[src/rtl/alu_accum_sequencer_pkg.sv]
// Shared definitions for the ALU accumulator sequencer: opcodes, FSM states, width default
// and the saturating beat-count helper.
package alu_accum_sequencer_pkg;

    localparam int WIDTH_DEF = 4;

    localparam logic [2:0] OP_ADD  = 3'b000;
    localparam logic [2:0] OP_SUB  = 3'b001;
    localparam logic [2:0] OP_AND  = 3'b010;
    localparam logic [2:0] OP_OR   = 3'b011;
    localparam logic [2:0] OP_XOR  = 3'b100;
    localparam logic [2:0] OP_LOAD = 3'b101;

    localparam logic [3:0] BEATS_MAX = 4'd15;

    typedef enum logic [1:0] {
        ST_IDLE,
        ST_ACCUM,
        ST_RESP
    } state_e;

    function automatic logic [3:0] beats_inc(input logic [3:0] beats);
        return (beats == BEATS_MAX) ? beats : beats + 4'd1;
    endfunction

endpackage

[src/rtl/alu_accum_sequencer_if.sv]
// Command and response handshake bundle between a command source (master) and the sequencer (slave).
interface alu_accum_sequencer_if
    import alu_accum_sequencer_pkg::*;
#(
    parameter int WIDTH = WIDTH_DEF
);
    logic             cmd_valid;
    logic             cmd_ready;
    logic [2:0]       cmd_op;
    logic [WIDTH-1:0] cmd_data;
    logic             cmd_last;
    logic             rsp_valid;
    logic             rsp_ready;
    logic [WIDTH-1:0] rsp_result;
    logic             rsp_carry;
    logic             rsp_zero;
    logic             rsp_err;
    logic [3:0]       rsp_beats;

    modport master (
        output cmd_valid, cmd_op, cmd_data, cmd_last, rsp_ready,
        input  cmd_ready, rsp_valid, rsp_result, rsp_carry, rsp_zero, rsp_err, rsp_beats
    );

    modport slave (
        input  cmd_valid, cmd_op, cmd_data, cmd_last, rsp_ready,
        output cmd_ready, rsp_valid, rsp_result, rsp_carry, rsp_zero, rsp_err, rsp_beats
    );
endinterface

[src/rtl/alu_accum_sequencer_alu_step_datapath.sv]
// Combinational single-beat ALU step: folds one (op, data) beat into the accumulator value.
module alu_step_datapath
    import alu_accum_sequencer_pkg::*;
#(
    parameter int WIDTH = WIDTH_DEF
) (
    input  logic [WIDTH-1:0] acc_i,
    input  logic [WIDTH-1:0] data_i,
    input  logic [2:0]       op_i,
    output logic [WIDTH-1:0] next_acc_o,
    output logic             carry_o,
    output logic             illegal_o
);
    logic [WIDTH:0] sum;
    logic [WIDTH:0] diff;

    // The extra top bit is the ADD carry-out / SUB unsigned borrow (data > acc).
    assign sum  = {1'b0, acc_i} + {1'b0, data_i};
    assign diff = {1'b0, acc_i} - {1'b0, data_i};

    always_comb begin
        next_acc_o = acc_i;
        carry_o    = 1'b0;
        illegal_o  = 1'b0;
        case (op_i)
            OP_ADD:  begin next_acc_o = sum[WIDTH-1:0];  carry_o = sum[WIDTH];  end
            OP_SUB:  begin next_acc_o = diff[WIDTH-1:0]; carry_o = diff[WIDTH]; end
            OP_AND:  next_acc_o = acc_i & data_i;
            OP_OR:   next_acc_o = acc_i | data_i;
            OP_XOR:  next_acc_o = acc_i ^ data_i;
            OP_LOAD: next_acc_o = data_i;
            default: illegal_o  = 1'b1;
        endcase
    end
endmodule

[src/rtl/alu_accum_sequencer.sv]
// Command sequencer: accumulates (op, data) beats through the ALU step and returns the
// final accumulator plus sticky status flags on the response handshake.
module alu_accum_sequencer
    import alu_accum_sequencer_pkg::*;
#(
    parameter int WIDTH = WIDTH_DEF
) (
    input logic                 clk,
    input logic                 rst_n,
    alu_accum_sequencer_if.slave bus
);
    state_e           state_q;
    logic [WIDTH-1:0] acc_q;
    logic             carry_q;
    logic             err_q;
    logic [3:0]       beats_q;
    logic             rsp_valid_q;
    logic [WIDTH-1:0] rsp_result_q;
    logic             rsp_carry_q;
    logic             rsp_zero_q;
    logic             rsp_err_q;
    logic [3:0]       rsp_beats_q;

    logic             beat;
    logic [WIDTH-1:0] acc_d;
    logic             alu_carry;
    logic             alu_illegal;
    logic             carry_d;
    logic             err_d;
    logic [3:0]       beats_d;

    alu_step_datapath #(.WIDTH(WIDTH)) u_alu (
        .acc_i      (acc_q),
        .data_i     (bus.cmd_data),
        .op_i       (bus.cmd_op),
        .next_acc_o (acc_d),
        .carry_o    (alu_carry),
        .illegal_o  (alu_illegal)
    );

    // cmd_ready is a pure decode of the state register, so rsp_ready never reaches it.
    assign bus.cmd_ready = (state_q != ST_RESP);
    assign beat          = bus.cmd_valid && (state_q != ST_RESP);
    assign carry_d       = carry_q | alu_carry;
    assign err_d         = err_q | alu_illegal;
    assign beats_d       = beats_inc(beats_q);

    always_ff @(posedge clk or negedge rst_n) begin
        if (!rst_n) begin
            state_q      <= ST_IDLE;
            acc_q        <= '0;
            carry_q      <= 1'b0;
            err_q        <= 1'b0;
            beats_q      <= '0;
            rsp_valid_q  <= 1'b0;
            rsp_result_q <= '0;
            rsp_carry_q  <= 1'b0;
            rsp_zero_q   <= 1'b0;
            rsp_err_q    <= 1'b0;
            rsp_beats_q  <= '0;
        end else begin
            case (state_q)
                ST_IDLE, ST_ACCUM: begin
                    if (beat) begin
                        acc_q   <= acc_d;
                        carry_q <= carry_d;
                        err_q   <= err_d;
                        beats_q <= beats_d;
                        if (bus.cmd_last) begin
                            state_q      <= ST_RESP;
                            rsp_valid_q  <= 1'b1;
                            rsp_result_q <= acc_d;
                            rsp_carry_q  <= carry_d;
                            rsp_zero_q   <= (acc_d == '0);
                            rsp_err_q    <= err_d;
                            rsp_beats_q  <= beats_d;
                        end else begin
                            state_q <= ST_ACCUM;
                        end
                    end
                end
                ST_RESP: begin
                    // Response fields hold until taken; transaction state clears on the same edge.
                    if (bus.rsp_ready) begin
                        state_q     <= ST_IDLE;
                        rsp_valid_q <= 1'b0;
                        acc_q       <= '0;
                        carry_q     <= 1'b0;
                        err_q       <= 1'b0;
                        beats_q     <= '0;
                    end
                end
                default: state_q <= ST_IDLE;
            endcase
        end
    end

    assign bus.rsp_valid  = rsp_valid_q;
    assign bus.rsp_result = rsp_result_q;
    assign bus.rsp_carry  = rsp_carry_q;
    assign bus.rsp_zero   = rsp_zero_q;
    assign bus.rsp_err    = rsp_err_q;
    assign bus.rsp_beats  = rsp_beats_q;
endmodule

[src/flat_wrapper.sv]
// flat-port wrapper written by rule: the top's interface ports become plain ports
module alu_accum_sequencer_flat import alu_accum_sequencer_pkg::*;
#(
    parameter int WIDTH = WIDTH_DEF
)
  (clk, rst_n, bus_cmd_valid, bus_cmd_op, bus_cmd_data, bus_cmd_last, bus_rsp_ready, bus_cmd_ready, bus_rsp_valid, bus_rsp_result, bus_rsp_carry, bus_rsp_zero, bus_rsp_err, bus_rsp_beats);
  alu_accum_sequencer_if #(.WIDTH(WIDTH)) bus_i ();
  input logic clk;
  input logic rst_n;
  input wire logic [$bits(bus_i.cmd_valid)-1:0] bus_cmd_valid;
  input wire logic [$bits(bus_i.cmd_op)-1:0] bus_cmd_op;
  input wire logic [$bits(bus_i.cmd_data)-1:0] bus_cmd_data;
  input wire logic [$bits(bus_i.cmd_last)-1:0] bus_cmd_last;
  input wire logic [$bits(bus_i.rsp_ready)-1:0] bus_rsp_ready;
  output wire logic [$bits(bus_i.cmd_ready)-1:0] bus_cmd_ready;
  output wire logic [$bits(bus_i.rsp_valid)-1:0] bus_rsp_valid;
  output wire logic [$bits(bus_i.rsp_result)-1:0] bus_rsp_result;
  output wire logic [$bits(bus_i.rsp_carry)-1:0] bus_rsp_carry;
  output wire logic [$bits(bus_i.rsp_zero)-1:0] bus_rsp_zero;
  output wire logic [$bits(bus_i.rsp_err)-1:0] bus_rsp_err;
  output wire logic [$bits(bus_i.rsp_beats)-1:0] bus_rsp_beats;
  assign bus_i.cmd_valid = bus_cmd_valid;
  assign bus_i.cmd_op = bus_cmd_op;
  assign bus_i.cmd_data = bus_cmd_data;
  assign bus_i.cmd_last = bus_cmd_last;
  assign bus_i.rsp_ready = bus_rsp_ready;
  assign bus_cmd_ready = bus_i.cmd_ready;
  assign bus_rsp_valid = bus_i.rsp_valid;
  assign bus_rsp_result = bus_i.rsp_result;
  assign bus_rsp_carry = bus_i.rsp_carry;
  assign bus_rsp_zero = bus_i.rsp_zero;
  assign bus_rsp_err = bus_i.rsp_err;
  assign bus_rsp_beats = bus_i.rsp_beats;
  alu_accum_sequencer #(.WIDTH(WIDTH)) u_core (.clk(clk), .rst_n(rst_n), .bus(bus_i));
endmodule
[config.mk]
export PLATFORM = sky130hd
export DESIGN_NAME = alu_accum_sequencer_flat
export DESIGN_NICKNAME = d
export VERILOG_FILES = /design/src/rtl/alu_accum_sequencer_pkg.sv /design/src/rtl/alu_accum_sequencer_if.sv /design/src/rtl/alu_accum_sequencer_alu_step_datapath.sv /design/src/rtl/alu_accum_sequencer.sv /design/src/flat_wrapper.sv
export SDC_FILE = /design/constraint.sdc
export NUM_CORES = 1
export LEC_CHECK = 0
export ABC_AREA = 1
export ABC_CLOCK_PERIOD_IN_PS = 2050
export BUFFER_PORTS_ARGS = -buffer_cell sky130_fd_sc_hd__buf_4
export CORE_ASPECT_RATIO = 0.75
export CORE_MARGIN = 5
export CORE_UTILIZATION = 50
export DETAILED_ROUTE_END_ITERATION = 7
export PLACE_DENSITY = 0.72
export SLEW_MARGIN = 20
export SYNTH_ARGS = -nofsm -noshare
export SYNTH_HDL_FRONTEND = slang
export SYNTH_SLANG_ARGS = --single-unit
[constraint.sdc]
create_clock -name clk -period 2.05 [get_ports clk]
set_clock_uncertainty 0.2 [all_clocks]
set_input_delay 0.5125 -clock clk [delete_from_list [all_inputs] [get_ports clk]]
set_output_delay 0.5125 -clock clk [all_outputs]
set_load 0.02 [all_outputs]
==> metrics.txt, run 1 <==
Mean Syn Cell Area=around 7.4 µm²; global placement routability congestion=~0.94; P_leak=0.001083 µW; R2R depth=12; mux contribution to synthesized area=0%; Compound-Gate Fraction of Synth Area=10.23%; Reg clk slew, reported paths=around 80 ps; Die Span Y=around 60 µm; DRT iter0 DRCs=around 110; Critical Path Sink Type=flop; Reg area=~600 µm²; Unique masters post-synth=25; Tightest Hold Check Type=in2reg; max cap viols=0; endpoints failing setup=0; initial antenna violation count=0; Hold Fails Final Rpt=0; DRC=0; routed wire length per instance=12.16 µm; CTS max path bufs=2; post-synthesis simple-gate area fraction=28.28%; placed cell areas=approximately 0.0019 mm²; PD cells=1015 mW/mm²; Syn Inst Count=215; DR vias=1457; multi-input gate area in the final layout=860.8 µm²; area growth from synthesis to layout=25.55%; row count=17; IO buf count=24; Syn Nets=between 200 and 250; Worst Max-Slew Pin Slew=500.4 ps; Starting Density=53.40%; commonest cells after routing, fill and taps aside=nand2_1, buf_4, inv_1, dfrtp_1, nand3_1; largest net degree at the start of global routing=25; I/O pins=25; number of fill cells=around 250; Seq/Total Area, Yosys=37.50%; crit share post-route=97.18%; number of diodes=0; Synth Register Bits=24; Vias/cell=4.956; combinational family with the most area after synthesis=simple AND/OR/NAND/NOR gates; CTS H-tree lvls=1; Max rail drop VDD=0.0006931 V; Reg2Reg Setup Slack=just under 60 ps; highest clock rate=around 500 MHz; Rel. slew slack=66.61%; CP Max Fanout=2; Synth Area in Adders=approximately 13%; first-pass GRT wire length=5885 µm; worst endpoint data arrival time=2000 ps; global route overflow=0; die width=approximately 75 µm; area of the mapped netlist=0.001602 mm²; worst skew pair latency=260 ps; CTS Sinks=24; share of cells above drive strength 1=a little under a quarter; antenna viol nets, final=0; Final Cell Area=0.002011 mm²; Detail Placement HPWL=2753 µm; synth warn=0; Post-Route WL=roughly 3600 µm; Hold Slack=245.9 ps; die area=0.004447 mm²; fin nets=roughly 280; Synth Area in XOR/XNOR=1.641%; TritonRoute pass-1 iters=5; RSZ-0062 raised after global routing=true; TritonCTS clock tree=done; CTS buffer count=3; critical path class=reg2reg; status=finished clean; Final Slew Violations=0; Core Area=0.002999 mm²; Worst EP required=slightly above 2000 ps; total track usage=between 10% and 20%; hold depth=2; commonest non-fill, non-tap cell in the layout=nand2_1; Critical Path Source Type=flop; Period minus WS final=1992 ps; vias in the first global route=1300; CTS root buf=clkbuf_8
final cells by class:
| class | instances | area share, % |
|---|---|---|
| clock buffer | 3 | 2.054 |
| clock inverter | 1 | 1.493 |
| inverter | 34 | 6.347 |
| multi-input combinational | 154 | 42.81 |
| sequential | 24 | 29.87 |
| tap | 38 | 2.365 |
| timing repair buffer | 40 | 15.06 |
cell families (layout without fill, tap and decap cells):
logic type | count (synthesis) | in the layout
adders and majority gates | 15 | 15
DFF | 24 | 24
buffers and inverters | 37 | 78
and+or+nand+nor | 105 | 105
xor gates and xnor gates | 3 | 3
AOI/OAI and AO/OA | 31 | 31
report_power, final:
group | switching [µW] | leakage (µW) | internal, µW
clock network | 142 | 0.0000357 | 261
logic | 513 | 0.000743 | 393
registers | 108 | 0.000304 | 625
what timing repair did:
item / CTS / global route
setup buffers: 0 / 1
endpoints found under the setup margin: 1 / 4
gates resized for setup: 1 / 9
hold buffers: 1 / 0
pin swaps: 0 / 4
hold endpoints to repair: 24 / 0
gates cloned: 0 / 0
metrics by stage:
stage	setup slack, ps	setup TNS [ps]	instances	utilization, %	power (µW)
after global placement	-96.37	-277.8	288	63.58	1613
after global routing	-57.40	-101.6	294	67.04	2213
after floorplan	93.39	0	215	-	1282
after CTS	35.92	0	293	66.37	2037
final	57.90	0	294	67.04	2041
after detailed placement	-201.3	-714.4	288	63.58	1619
per-layer routing:
metal	track usage (%)	vias up	wire length [µm]
li1	-	768	-
met1	26.85	636	1787
met2	24.72	51	1470
met3	4.237	2	307
met4	1.496	0	8
met5	0	-	0
sequential cells by signal, summed over array words and instances, names as in the netlist:
signal and flops:
u_core.bus.rsp_beats 4, u_core.bus.rsp_valid 1, u_core.bus.rsp_carry 1, u_core.err_q 1, u_core.state_q 2, u_core.carry_q 1, u_core.beats_q 4, u_core.bus.rsp_err 1
u_core.acc_q 4, u_core.bus.rsp_result 4, u_core.bus.rsp_zero 1
worst max-delay path: stages (launching register included):
cell	delay, ps
dfrtp_1	410
inv_2	70
ha_1	140
inv_1	60
fa_2	350
xnor2_1	130
nand2_1	50
nand2_1	60
nor2_2	110
nand3_2	110
nor2_2	120
nand3_1	70
nand2_1	60
synthesized netlist by cell type:
| cell | count | area [µm²] |
|---|---|---|
| nor2_2 | 2 | 12.51 |
| nor2_1 | 18 | 67.56 |
| o21a_1 | 1 | 7.510 |
| o22ai_1 | 3 | 18.77 |
| nor2_4 | 1 | 11.26 |
| o21ai_0 | 16 | 80.08 |
| nand3_1 | 20 | 100.1 |
| buf_2 | 1 | 5.000 |
| buf_6 | 2 | 22.52 |
| nand2_2 | 1 | 6.260 |
| or2_2 | 1 | 6.260 |
| nand4_1 | 3 | 18.77 |
| inv_1 | 32 | 120.1 |
| ha_1 | 13 | 162.7 |
| o211ai_1 | 1 | 7.510 |
| fa_1 | 2 | 40.04 |
| dfrtp_1 | 24 | 600.6 |
| nor3_1 | 2 | 10.01 |
| xor2_1 | 1 | 8.760 |
| o21ai_1 | 3 | 15.01 |
| nand2_1 | 56 | 210.2 |
| xnor2_1 | 2 | 17.52 |
| a21oi_1 | 7 | 35.03 |
| inv_2 | 2 | 7.510 |
| nor3_2 | 1 | 10.01 |
final timing paths:
kind                                          from                        to
setup / recovery                   u_core.acc_q[0]       u_core.bus.rsp_zero
hold / removal                       bus_rsp_ready         u_core.state_q[1]
setup reg to reg                   u_core.acc_q[0]       u_core.bus.rsp_zero
hold reg to reg            u_core.bus.rsp_beats[3]   u_core.bus.rsp_beats[3]
max in group asynchronous                    rst_n           u_core.acc_q[2]
min in group asynchronous                    rst_n  u_core.bus.rsp_result[0]
(Power assumes the default switching activity.)
==> run 2, diff against run 1 <==
Settings changed: CORE_ASPECT_RATIO 0.75 to not set, PLACE_DENSITY 0.72 to 0.71.
==> metrics.txt, run 2 (same netlist as run 1, synthesis figures left out) <==
antenna viol nets, final=0 (unchanged); I/O pins=25 (unchanged); final core occ=64.67% (was 67.04%); endpoints failing setup=0 (unchanged); number of diodes=0 (unchanged); global placement routability congestion=0.9212 (was 0.9391); share of cells above drive strength 1=21.57% (was 23.05%); Core Area=0.003053 mm² (was 0.002999 mm²); Final Total Pwr=1868 µW (was 2041 µW); Starting Density=52.46% (was 53.40%); worst skew pair latency=310 ps (was 260 ps); largest net degree at the start of global routing=25 (unchanged); commonest cells after routing, fill and taps aside=nand2_1, buf_4, inv_1, dfrtp_1, nand3_1 (unchanged); Critical Path Source Type=flop (unchanged); Worst Max-Slew Pin Slew=496.9 ps (was 500.4 ps); CTS buffer count=3 (unchanged); Period minus WS final=2020 ps (was 1992 ps); crit share post-route=98.56% (was 97.18%); Max rail drop VDD=0.0006914 V (was 0.0006931 V); Worst EP required=2110 ps (was 2060 ps); Hold Fails Final Rpt=0 (unchanged); routed wire length per instance=11.82 µm (was 12.16 µm); global route overflow=0 (unchanged); total track usage=17.48% (was 17.17%); worst endpoint data arrival time=2080 ps (was 2000 ps); status=finished clean (unchanged); Vias/cell=4.803 (was 4.956); row count=20 (was 17); Post-CTS Setup Repair Bufs=0 (unchanged); Die Span Y=66.60 µm (was 59.02 µm); Final Slew Violations=0 (unchanged); max cap viols=0 (unchanged); DRC=0 (unchanged); CTS Sinks=24 (unchanged); CP Max Fanout=2 (unchanged); Detail Placement HPWL=2735 µm (was 2753 µm); area growth from synthesis to layout=23.28% (was 25.55%); Post-Route WL=3535 µm (was 3574 µm); IO buf count=24 (unchanged); Final Non-Filler Cells=299 (was 294); RSZ-0062 raised after global routing=true (unchanged); die width=66.60 µm (was 75.35 µm); Tightest Hold Check Type=in2reg (unchanged); Critical Path Sink Type=flop (unchanged); vias in the first global route=1304 (was 1300); commonest non-fill, non-tap cell in the layout=nand2_1 (unchanged); Reg clk slew, reported paths=130 ps (was 80 ps); DR vias=1436 (was 1457); initial antenna violation count=0 (unchanged); CTS H-tree lvls=1 (unchanged); dpl cells=294 (was 288); DRT iter0 DRCs=83 (was 109); CTS max path bufs=2 (unchanged); PD cells=945.9 mW/mm² (was 1015 mW/mm²); P_leak=0.001068 µW (was 0.001083 µW); TritonRoute pass-1 iters=4 (was 5); fin nets=283 (was 284); highest clock rate=494.9 MHz (was 502.0 MHz); setup TNS=0 ps (unchanged); Hold Slack=203.5 ps (was 245.9 ps); TritonCTS clock tree=done (unchanged); Rel. slew slack=66.84% (was 66.61%); critical path class=reg2reg (unchanged); CTS root buf=clkbuf_4 (was clkbuf_8); first-pass GRT wire length=5899 µm (was 5885 µm); die area=0.004435 mm² (was 0.004447 mm²)
## run 2: routing by layer
| metal | global-route usage (%) | up-vias | wire length (µm) |
|---|---|---|---|
| met5 | 0 | - | 0 |
| li1 | - | 767 | - |
| met3 | 4.047 | 2 | 120 |
| met1 | 25.11 | 646 | 1804 |
| met4 | 2.284 | 0 | 13 |
| met2 | 27.35 | 21 | 1596 |
## run 2: power breakdown
group | leakage [µW] | internal, µW | switching, µW
logic | 0.000743 | 383 | 512
registers | 0.000304 | 624 | 107
clock network | 0.0000210 | 108 | 134
total | 0.00107 | 1120 | 752
## run 2: area by class of cell
cell class	instances	area, µm²
fill	284	1079
multi-input combinational	154	859.6
sequential	24	600.6
timing repair buffer	39	295.3
inverter	34	127.6
tap	44	55.05
clock buffer	4	36.28
## run 2: through the flow
step	area [µm²]	setup WS (ps)
after floorplan	1602	93.39
after global placement	1914	-106.4
after detailed placement	1914	-156.5
after CTS	1963	6.007
after global routing	1974	-116.9
final	1974	29.54
## run 2: worst max-delay path, cell delays in order (launching register included)
cell	delay (ps)
dfrtp_1	410
ha_1	180
inv_1	70
fa_1	390
xnor2_1	140
nand2_1	50
nand2_1	60
nor2_2	120
nand3_2	100
nor2_2	120
nand3_1	70
nand2_1	60
## run 2: path summary, 6_finish.rpt
path / startpoint / end / slack (ps) / cells after the start
max in group asynchronous: rst_n / u_core.acc_q[2] / 990 / 2
setup / recovery: u_core.acc_q[0] / u_core.bus.rsp_zero / 30 / 11
min in group asynchronous: rst_n / u_core.acc_q[0] / 410 / 2
hold / removal: bus_rsp_ready / u_core.state_q[1] / 200 / 2
setup reg to reg: u_core.acc_q[0] / u_core.bus.rsp_zero / 30 / 11
hold reg to reg: u_core.bus.rsp_err / u_core.bus.rsp_err / 300 / 2
## run 2: what timing repair did
action / in CTS / in global routing
setup endpoints to repair: 1 / 3
resized for setup: 1 / 4
pin swaps: 0 / 1
endpoints found under the hold margin: 24 / 0
hold buffers: 1 / 0
==> run 3, diff against run 2 <==
Settings changed: ABC_CLOCK_PERIOD_IN_PS 2050 to 2200, PLACE_DENSITY 0.71 to 0.7, SYNTH_HIERARCHICAL set to 1.
Clock period 2.05 ns to 2.2 ns, I/O delays scaled along.
==> metrics.txt, run 3 <==
Post-synth top flop=dfrtp_1 (unchanged); Unique masters post-synth=29 (was 25); Syn Inst Count=235 (was 215); global route overflow=0 (unchanged); row count=21 (was 20); worst skew pair latency=310 ps (about the same); DRT iter0 DRCs=82 (was 83); worst endpoint data arrival time=2150 ps (was 2080 ps); die width=68.89 µm (was 66.60 µm); commonest cells after routing, fill and taps aside=nand2_1, buf_4, inv_1, dfrtp_1, nor2_1 (was nand2_1, buf_4, inv_1, dfrtp_1, nand3_1); synth top area cells=dfrtp_1, nand2_1, ha_1 (unchanged); buffers and inverters on the worst path=3 (was 1); setup TNS=0 ps (unchanged); max cap viols=0 (unchanged); Synth Register Bits=24 (unchanged); Hold Fails Final Rpt=0 (unchanged); share of cells above drive strength 1=25.00% (was 21.57%); Synth top area share=34.63% (was 37.50%); P_leak=0.001162 µW (was 0.001068 µW); Detail Placement HPWL=2901 µm (was 2735 µm); Final Slew Violations=0 (unchanged); worst-path cell chain=inv_2, ha_4, inv_2, fa_2, inv_2, nor2_2, nor2_1, nor2_1, o31ai_1, or2_4, nand2_1, o21ai_2 (was ha_1, inv_1, fa_1, xnor2_1, nand2_1, nand2_1, nor2_2, nand3_2, nor2_2, nand3_1, nand2_1); Slowest cell on crit path=dfrtp_1 (unchanged); Seq/Total Area, Yosys=34.63% (was 37.50%); Vias/cell=4.925 (was 4.803); fin nets=300 (was 283); highest clock rate=474.9 MHz (was 494.9 MHz); Pint=1081 µW (was 1115 µW); Period minus WS final=2106 ps (was 2020 ps); vias in the first global route=1435 (was 1304); number of diodes=0 (unchanged); TritonCTS clock tree=done (unchanged); ys async rst share=100.0% (unchanged); Clk pwr share=12.7% (was 13.0%); CTS max path bufs=2 (unchanged); area growth from synthesis to layout=20.71% (was 23.28%); Tightest Hold Check Type=reg2reg (was in2reg); CTS H-tree lvls=1 (unchanged); Sw Pwr=770.8 µW (was 752.4 µW); sequential power share=37.7% (was 39.1%); sw frac=41.64% (was 40.28%); routed wire length per instance=11.96 µm (was 11.82 µm); Crit path largest cell delay=440 ps (was 410 ps); TritonRoute pass-1 iters=4 (unchanged); top cell family by delay on the critical path=adder cells (was simple AND/OR/NAND/NOR gates); IO buf count=24 (unchanged); Syn Nets=262 (was 242); CTS buffer count=3 (unchanged); critical path class=reg2reg (unchanged); first-pass GRT wire length=6437 µm (was 5899 µm); Final Total Pwr=1851 µW (was 1868 µW); Critical Path Sink Type=flop (unchanged); commonest non-fill, non-tap cell in the layout=nand2_1 (unchanged); total track usage=18.12% (was 17.48%); CTS root buf=clkbuf_4 (unchanged); crit share post-route=95.72% (was 98.56%); Worst EP required=2250 ps (was 2110 ps); largest net degree at the start of global routing=25 (unchanged); Starting Density=51.97% (was 52.46%); synth warn=6 (was 0); PD cells=884.4 mW/mm² (was 945.9 mW/mm²); DRC=0 (unchanged); Post-synth EDFFs=0 (unchanged); global placement routability congestion=0.8960 (was 0.9212); I/O pins=25 (unchanged); Reg clk slew, reported paths=130 ps (about the same); antenna viol nets, final=0 (unchanged); Post-Route WL=3804 µm (was 3535 µm); area leader, netlist=dfrtp_1 (unchanged); initial antenna violation count=0 (unchanged); Critical Path Source Type=flop (unchanged); status=finished clean (unchanged); endpoints failing setup=0 (unchanged); Mean Syn Cell Area=7.379 µm² (was 7.449 µm²); CP Max Fanout=3 (was 2); CTS Sinks=24 (unchanged); Rel. slew slack=76.85% (was 66.84%); Die Span Y=68.89 µm (was 66.60 µm); most frequent cells after synthesis=nand2_1, inv_1, dfrtp_1, nor2_1, ha_1 (was nand2_1, inv_1, dfrtp_1, nand3_1, nor2_1); die area=0.004746 mm² (was 0.004435 mm²); Comb power frac=49.6% (was 47.9%); top-count cell post-synth=nand2_1 (unchanged); DR vias=1566 (was 1436); most used cell, CP=inv_2 (was nand2_1); Max rail drop VDD=0.0006986 V (was 0.0006914 V); Worst Max-Slew Pin Slew=345.3 ps (was 496.9 ps); number of fill cells=328 (was 284); Core Area=0.003337 mm² (was 0.003053 mm²); area of the mapped netlist=0.001734 mm² (was 0.001602 mm²)
==> run 3: layer usage <==
layer | share of wire [%] | global-route usage (%) | up-vias | wire length [µm]
met2 | 47 | 29.17 | 42 | 1778
met3 | 5.0 | 3.566 | 4 | 192
li1 | - | - | 806 | -
met4 | 0.87 | 4.623 | 0 | 33
met5 | 0 | 0 | - | 0
met1 | 47 | 24.90 | 714 | 1799
==> run 3: area by class of cell <==
class                           count  area (µm²)  area share (%)
Clock buffer                        4       36.28           1.733
Tap cell                           46       57.56           2.750
Inverter                           38       145.1           6.934
Sequential cell                    24       600.6           28.69
Multi-Input combinational cell    168       965.9           46.14
Timing Repair Buffer               38       287.8           13.75
==> run 3: logic make-up (layout without fill, tap and decap cells) <==
group | after synthesis | in the layout | synth area share, %
buf+inv | 43 | 80 | 11.40
fa+ha+maj | 15 | 15 | 11.69
simple gates | 127 | 127 | 33.33
flops | 24 | 24 | 34.63
compound gates | 26 | 26 | 8.947
==> run 3: power by group through the flow <==
stage | clock network [µW] | logic [µW] | registers, µW
floorplan | 0 | 480 | 789
global placement | 0 | 881 | 701
detailed placement | 0 | 894 | 704
CTS | 243 | 897 | 698
global route | 260 | 1040 | 719
finish | 235 | 917 | 699
==> run 3: timing repair <==
| item | in CTS | in global routing |
|---|---|---|
| setup endpoints to repair | 0 | 5 |
| gates resized for setup | 0 | 11 |
| endpoints found under the hold margin | 24 | 0 |
| setup buffers | 0 | 1 |
| hold buffers | 1 | 0 |
==> run 3: final timing paths <==
path / slack [ps] / startpoint / depth (start not counted) / endpoint
worst min register to register: 290 / u_core/bus.rsp_err / 2 / u_core/bus.rsp_err
worst max-delay path: 90 / u_core/acc_q[0] / 12 / u_core/carry_q
max in group asynchronous: 1110 / rst_n / 2 / u_core/carry_q
worst min-delay path: 290 / u_core/bus.rsp_err / 2 / u_core/bus.rsp_err
min in group asynchronous: 460 / rst_n / 2 / u_core/acc_q[1]
worst max register to register: 90 / u_core/acc_q[0] / 12 / u_core/carry_q
==> run 3: worst register-to-register path, delay by kind of cell, from the launching register on <==
family | cells | cell delay, ps
adders and majority gates | 2 | 480
DFF | 1 | 440
and+or+nand+nor | 5 | 400
AOI/OAI and AO/OA | 2 | 320
buffers and inverters | 3 | 200
==> run 3: per-stage QoR <==
step / hold slack, ps / cells / worst slack (ps) / instance area, µm² / utilization, %
6_report: 289.1 / 318 / 94.19 / 2093 / 62.73
3_5_place_dp: 264.0 / 312 / -83.70 / 2009 / 60.22
2_1_floorplan: 54.41 / 235 / 137.9 / 1734 / -
3_3_place_gp: 258.4 / 312 / -58.11 / 2009 / 60.22
5_1_grt: 324.5 / 318 / -2.107 / 2093 / 62.73
4_1_cts: 296.2 / 317 / 16.56 / 2056 / 61.60
